File: src/rtl/branch_cond_queue_pkg.sv
// branch_cond_queue_pkg: shared widths, body field offsets and entry layout for the branch condition queue
package branch_cond_queue_pkg;
  localparam int ADDR_W = 64;
  localparam int MAJ_W = 64;
  localparam int MIN_W = 7;
  localparam int PID_W = 20;
  localparam int TID_W = 16;
  localparam int REG_W = 5;
  localparam int IMM_W = 14;
  localparam int BODY_W = 26;
  localparam int BO_OFF = 0;
  localparam int BI_OFF = 5;
  localparam int BD_OFF = 10;
  localparam int AA_OFF = 24;
  localparam int LK_OFF = 25;
  localparam int BRANCH_UNIT_ID = 6;
  typedef struct packed {
    logic [REG_W-1:0] bo;
    logic [REG_W-1:0] bi;
    logic lk;
    logic [ADDR_W-1:0] target;
    logic [ADDR_W-1:0] link;
    logic [MAJ_W-1:0] maj;
    logic [MIN_W-1:0] min;
    logic [PID_W-1:0] pid;
    logic [TID_W-1:0] tid;
    logic is64;
  } entry_t;
endpackage

File: src/rtl/branch_cond_queue_target_calc.sv
// branch_target_calc: combinational branch target and link address for B-form ops
module branch_target_calc
  import branch_cond_queue_pkg::*;
(
  input  logic [ADDR_W-1:0] addr_i,
  input  logic [IMM_W-1:0]  bd_i,
  input  logic              aa_i,
  input  logic              is64_i,
  output logic [ADDR_W-1:0] target_o,
  output logic [ADDR_W-1:0] link_o
);
  logic [ADDR_W-1:0] offset, mask;
  // Word-aligned signed displacement; 32-bit mode clears the upper word of both results
  always_comb begin
    offset = {{(ADDR_W-IMM_W-2){bd_i[IMM_W-1]}}, bd_i, 2'b00};
    mask = is64_i ? '1 : {{(ADDR_W-32){1'b0}}, 32'hFFFF_FFFF};
    target_o = (aa_i ? offset : addr_i + offset) & mask;
    link_o = (addr_i + ADDR_W'(4)) & mask;
  end
endmodule

File: src/rtl/branch_cond_queue.sv
// branch_cond_queue: in-order queue of enriched B-form branch ops; define BRANCH_QUEUE_BYPASS_EN for same-cycle empty-queue bypass
module branch_cond_queue
  import branch_cond_queue_pkg::*;
#(
  parameter int addressWidth = ADDR_W,
  parameter int instructionCounterWidth = MAJ_W,
  parameter int instMinIdWidth = MIN_W,
  parameter int PidSize = PID_W,
  parameter int TidSize = TID_W,
  parameter int regSize = REG_W,
  parameter int immediateSize = IMM_W,
  parameter int QueueDepth = 4
) (
  input  logic                               clock_i,
  input  logic                               reset_n_i,
  input  logic                               enable_i,
  input  logic [0:BODY_W-1]                  instructionBody_i,
  input  logic [addressWidth-1:0]            instructionAddress_i,
  input  logic                               is64Bit_i,
  input  logic [instructionCounterWidth-1:0] instMajId_i,
  input  logic [instMinIdWidth-1:0]          instMinId_i,
  input  logic [PidSize-1:0]                 instPid_i,
  input  logic [TidSize-1:0]                 instTid_i,
  input  logic                               flush_i,
  input  logic                               ready_i,
  output logic                               stall_o,
  output logic                               valid_o,
  output logic [regSize-1:0]                 BO_o,
  output logic [regSize-1:0]                 BI_o,
  output logic                               LK_o,
  output logic [addressWidth-1:0]            target_o,
  output logic [addressWidth-1:0]            linkAddr_o,
  output logic [instructionCounterWidth-1:0] majId_o,
  output logic [instMinIdWidth-1:0]          minId_o,
  output logic [PidSize-1:0]                 pid_o,
  output logic [TidSize-1:0]                 tid_o,
  output logic                               is64Bit_o,
  output logic [$clog2(QueueDepth):0]        count_o
);
  localparam int PTR_W = $clog2(QueueDepth);
  localparam int CNT_W = PTR_W + 1;
  entry_t mem_q [QueueDepth];
  entry_t new_e, head;
  logic [PTR_W-1:0] wr_ptr_q, wr_ptr_d, rd_ptr_q, rd_ptr_d;
  logic [CNT_W-1:0] count_q, count_d;
  logic [ADDR_W-1:0] tgt, lnk;
  logic push, pop, byp;
  branch_target_calc u_calc (
    .addr_i   (instructionAddress_i),
    .bd_i     (instructionBody_i[BD_OFF +: immediateSize]),
    .aa_i     (instructionBody_i[AA_OFF]),
    .is64_i   (is64Bit_i),
    .target_o (tgt),
    .link_o   (lnk)
  );
`ifdef BRANCH_QUEUE_BYPASS_EN
  assign byp = (count_q == '0) && enable_i && ready_i && !flush_i;
`else
  assign byp = 1'b0;
`endif
  // Enqueue entry assembly, handshake decode, pointer/count next state and head selection
  always_comb begin
    new_e = '{bo: instructionBody_i[BO_OFF +: regSize], bi: instructionBody_i[BI_OFF +: regSize],
              lk: instructionBody_i[LK_OFF], target: tgt, link: lnk, maj: instMajId_i,
              min: instMinId_i, pid: instPid_i, tid: instTid_i, is64: is64Bit_i};
    stall_o = count_q == CNT_W'(QueueDepth);
    push = enable_i && !stall_o && !flush_i && !byp;
    pop = (count_q != '0) && ready_i && !flush_i;
    wr_ptr_d = flush_i ? '0 : wr_ptr_q + PTR_W'(push);
    rd_ptr_d = flush_i ? '0 : rd_ptr_q + PTR_W'(pop);
    count_d = flush_i ? '0 : count_q + CNT_W'(push) - CNT_W'(pop);
    head = byp ? new_e : mem_q[rd_ptr_q];
    valid_o = (count_q != '0) || byp;
    count_o = count_q;
    BO_o = head.bo;
    BI_o = head.bi;
    LK_o = head.lk;
    target_o = head.target;
    linkAddr_o = head.link;
    majId_o = head.maj;
    minId_o = head.min;
    pid_o = head.pid;
    tid_o = head.tid;
    is64Bit_o = head.is64;
  end
  // Pointer, occupancy and entry storage with asynchronous clear
  always_ff @(posedge clock_i or negedge reset_n_i) begin
    if (!reset_n_i) begin
      wr_ptr_q <= '0;
      rd_ptr_q <= '0;
      count_q <= '0;
      for (int i = 0; i < QueueDepth; i++) mem_q[i] <= '0;
    end else begin
      wr_ptr_q <= wr_ptr_d;
      rd_ptr_q <= rd_ptr_d;
      count_q <= count_d;
      if (push) mem_q[wr_ptr_q] <= new_e;
    end
  end
endmodule
File: config.mk
export PLATFORM = sky130hd
export DESIGN_NAME = branch_cond_queue
export DESIGN_NICKNAME = d
export VERILOG_FILES = /design/src/rtl/branch_cond_queue_pkg.sv /design/src/rtl/branch_cond_queue_target_calc.sv /design/src/rtl/branch_cond_queue.sv
export SDC_FILE = /design/constraint.sdc
export NUM_CORES = 2
export LEC_CHECK = 0
export ABC_AREA = 1
export CORE_UTILIZATION = 31
export CTS_CLUSTER_SIZE = 12
export DETAILED_ROUTE_END_ITERATION = 10
export HOLD_SLACK_MARGIN = 0.1
export MAX_ROUTING_LAYER = met4
export RECOVER_POWER = 100
export SLEW_MARGIN = 10
export SYNTH_ARGS = -nofsm -noshare
export SYNTH_HDL_FRONTEND = slang
export SYNTH_HIERARCHICAL = 1
export SYNTH_SLANG_ARGS = --single-unit
File: constraint.sdc
create_clock -name clock_i -period 3 [get_ports clock_i]
set_clock_uncertainty 0.1 [all_clocks]
set_input_delay 0.6 -clock clock_i [delete_from_list [all_inputs] [get_ports clock_i]]
set_output_delay 0.6 -clock clock_i [all_outputs]
set_load 0.05 [all_outputs]
==> metrics.md <==
| Metric | Value |
|---|---|
| Seq cells post-synth | 995 |
| Clock slew at reported path FFs | 0.06 ns |
| Initial Util | 0.3135 |
| Final Hold Fails | 0 |
| R2r worst-path depth | 7 |
| Number of I/O pins | 455 |
| FF/Latch Area | 24910 µm² |
| Multi-input logic area | 28070 µm² |
| Critical path buffer and inverter count | 5 |
| Vias in the first global route | 56490 |
| Sequential Power Share | 0.267 |
| Buffers added on ports | 454 |
| Sw frac | 0.4313 |
| Via count | about 60000 |
| Filler Cells Inserted | 18120 |
| Max Cap Viol | 3 |
| Layout cell share with drive strength beyond 1 | 0.1837 |
| Failing checks | max-capacitance violations, max-slew violations, negative setup slack |
| Rel. slew slack | -0.3838 |
| H-tree depth | 3 |
| Setup-failing EPs final | 213 |
| Antenna violations before repair | 33 |
| Fin nets | 9059 |
| Die width | ~430 µm |
| RSZ-0062 raised after global routing | true |
| First-pass GRT wire length | 349700 µm |
| DRC | 0 |
| Post-synthesis async set-or-reset flop share | 1.000 |
| Minimum setup slack among reg-to-reg paths | 0.15 ns |
| VDD IR max | 0.7493 mV |
| Die footprint | 187700 µm² |
| Comb pwr share | 0.540 |
| Worst Hold Launch | mem_q[893] |
| CTS tree | built |
| Routed WL | 241000 µm |
| Avg Cell Area, Syn | 7.144 µm² |
| P&R area growth vs syn | 39.44% |
| Crit path kind | reg -> out |
| Startpoint Class | register |
| Dpl hpwl | 139800 µm |
| Post-Place Setup Slack | -0.7684 ns |
| P per Cell Area | 939.6 nW/µm² |
| Core Box Area | 183900 µm² |
| Worst r2r src | count_o[0] |
| Top_reg_cell synth | dfrtp_1 |
| Site Rows | 157 |
| Crit path max fanout | 8 |
| Syn_nets | 8340 |
| Critical Path Slowest Stage Cell | dfrtp_4 |
| Hold worst-path end | mem_q[893] |
| Mapped Cells | 8069 |
| Post-synthesis sequential area ratio | 0.4319 |
| YS warnings | 6 |
| NetSw | roughly 33 mW |
| Tot GR Track Use | 0.2475 |
| Int Power | 42.95 mW |
| Root Buffer | clkbuf_16 |
| WHS | 0.3675 ns |
| Final Max Slew Viols | 237 |
| Clock power share | 0.193 |
| CP endpoint kind | output port |
| R2R Path End | mem_q[643] |
| Status | finished with violations |
| Sink Count | 995 |
| Maximum operating frequency | 0.3100 GHz |
| Die Ht | 433.2 µm |
| Period Utilization, post-route | 1.075 |
| Post-DRT Antenna Nets | 0 |
| Max clock buf depth | 3 |
| Drt via density | 5.263 |
| Mapped Area | 57640 µm² |
| CP peak stage delay | 0.52 ns |
| Final WS setup | -0.2259 ns |
| Initial DRC count | 5881 |
| GPL Wtd Cong | slightly below 1 |
| Skew-Pair Late Insertion Delay | 0.77 ns |
| Yosys cell types | between 40 and 50 |
| Largest net degree at the start of global routing | between 200 and 250 |
| Worst slew pin tran | 2.076 ns |
| Hold Crit Depth | 2 |
| TritonRoute pass-1 iters | 8 |
| Post-synth EDFFs | 0 |
| WP data arrival | 2.53 ns |
| Total grt overflow | 0 |
| Critical Path RT | approximately 2.3 ns |
| Total CTS buffers | ~120 |
| Cells along the critical path | buf_12 -> buf_16 -> buf_8 -> buf_16 -> o211ai_1 -> nand2_2 -> buf_12 |
| Core Util, Final | 0.4372 |
| Worst min path class | reg -> reg |
| Avg WL per Cell | 21.16 µm |
| Fin crit period | 3.226 ns |
| Crit path max-delay family | buffers and inverters |
| Leakage Power | 39.82 nW |
==> flip-flops by register name, indices dropped and copies added (netlist names) <==
name / cells
count_o: 3
mem_q: 988
rd_ptr_q: 2
wr_ptr_q: 2
==> placed cells by master (no fill, tap or decap), types with 104 or more instances in the layout <==
cell             Yosys  final
inv_1              877    873
a21oi_2              1    158
nand2_2              3    148
nand3_1            107    104
a21oi_1            308    131
o211ai_1           247    247
buf_4               56    448
clkdlybuf4s50_1      0    201
nor2_1             220    216
nand4_1           1010   1010
dfrtp_1            995    993
o21ai_1              1    181
clkbuf_16            0    175
buf_12               0    322
nand2_1           3175   3018
==> Yosys cell counts (2+ instances only) <==
cell type	count	area share
o21bai_1	5	0.00065
xor2_1	36	0.0055
ha_1	66	0.014
nor2_8	2	0.00069
nand3_4	2	0.00061
clkbuf_1	207	0.013
nand3_2	2	0.00035
nand2_2	3	0.00033
nor2_2	8	0.00087
nor4_2	4	0.00087
nand3_1	107	0.0093
nand2_1	3175	0.21
nor3_2	2	0.00035
dfrtp_1	995	0.43
o21a_1	3	0.00039
a21oi_1	308	0.027
or2_2	8	0.00087
inv_1	877	0.057
fa_1	2	0.00069
nor2_4	3	0.00059
buf_4	56	0.0073
xnor2_1	36	0.0055
nand3b_1	4	0.00052
nand4_1	1010	0.11
buf_1	65	0.0042
o21ai_0	278	0.024
nor3_1	31	0.0027
o211ai_1	247	0.032
buf_2	288	0.025
nor2_1	220	0.014
and2_1	2	0.00022
and3_1	3	0.00033
nor4_1	6	0.00065
==> layer usage <==
layer / share of wire / up-vias / track usage
li1: - / 28000 / -
met1: 0.41 / 28980 / 0.3115
met2: 0.47 / 2436 / 0.3920
met3: 0.066 / 500 / 0.03165
met4: 0.053 / 0 / 0.1216
met5: 0 / - / -
==> final cells by class <==
class,count,share of cell area
multi-input combinational,5578,0.3492
clock buffer,170,0.04250
sequential,995,0.3099
clock inverter,44,0.006211
inverter,879,0.04114
tap,2464,0.03836
antenna,36,0.001121
timing repair buffer,1219,0.2116
==> metrics by stage <==
step	instances	cell area, µm²	total power [mW]	TNS [ns]
after floorplan	8069	57640	38.62	0
after global placement	10920	70070	54.80	-145.89
after detailed placement	10920	70070	55.27	-152.15
after CTS	11260	77870	73.70	-42.00
after global routing	11380	80360	78.98	-51.69
final	11390	80380	75.52	-20.50
==> worst reg2reg max path, cell delays in order, from the launching register on <==
cell	delay, ns
dfrtp_1	0.46
nor2_1	0.08
nand2_1	0.24
buf_12	0.30
nand3_1	0.65
buf_12	0.45
nand2_1	0.36
nand2_1	0.07
==> cell families (layout without fill, tap and decap cells) <==
logic type,after synthesis,count (layout),synth area share
adder cells (fa/ha/maj),68,68,0.01502
AND/OR/NAND/NOR,4594,4594,0.3502
flip-flops,995,995,0.4319
XOR/XNOR,72,72,0.01094
buffers and inverters,1496,2312,0.1074
AO/OA/AOI/OAI,844,844,0.08443
other,0,36,0
==> worst max-delay path by stage <==
| stage | startpoint | endpoint | slack [ns] | cells after the start |
|---|---|---|---|---|
| 2_1_floorplan | count_o[1] | count_o[2] | 0.19 | 14 |
| 3_3_place_gp | instructionAddress_i[2] | mem_q[688] | -0.78 | 18 |
| 3_5_place_dp | instructionAddress_i[2] | mem_q[441] | -0.77 | 18 |
| 4_1_cts | rd_ptr_q[0] | linkAddr_o[27] | -0.27 | 7 |
| 5_1_grt | rd_ptr_q[0] | target_o[31] | -0.29 | 8 |
| 6_report | rd_ptr_q[0] | target_o[36] | -0.23 | 7 |
==> repair_timing <==
| action | CTS | global route |
|---|---|---|
| setup endpoints to repair | 246 | 344 |
| gates resized for setup | 514 | 376 |
| pin swaps | 277 | 276 |
| cloned | 83 | 75 |
| buffers inserted | 42 | 25 |
| hold buffers | 1 | 0 |
| hold endpoints to repair | 17 | 0 |
==> power groups by stage <==
stage	combinational [mW]	clock (mW)	sequential (mW)
global placement	34.8	0	20.0
floorplan	19.0	0	19.6
CTS	38.9	14.8	20.0
detailed placement	35.1	0	20.1
finish	40.8	14.6	20.2
global route	43.0	15.3	20.7
(Power assumes the default switching activity.)
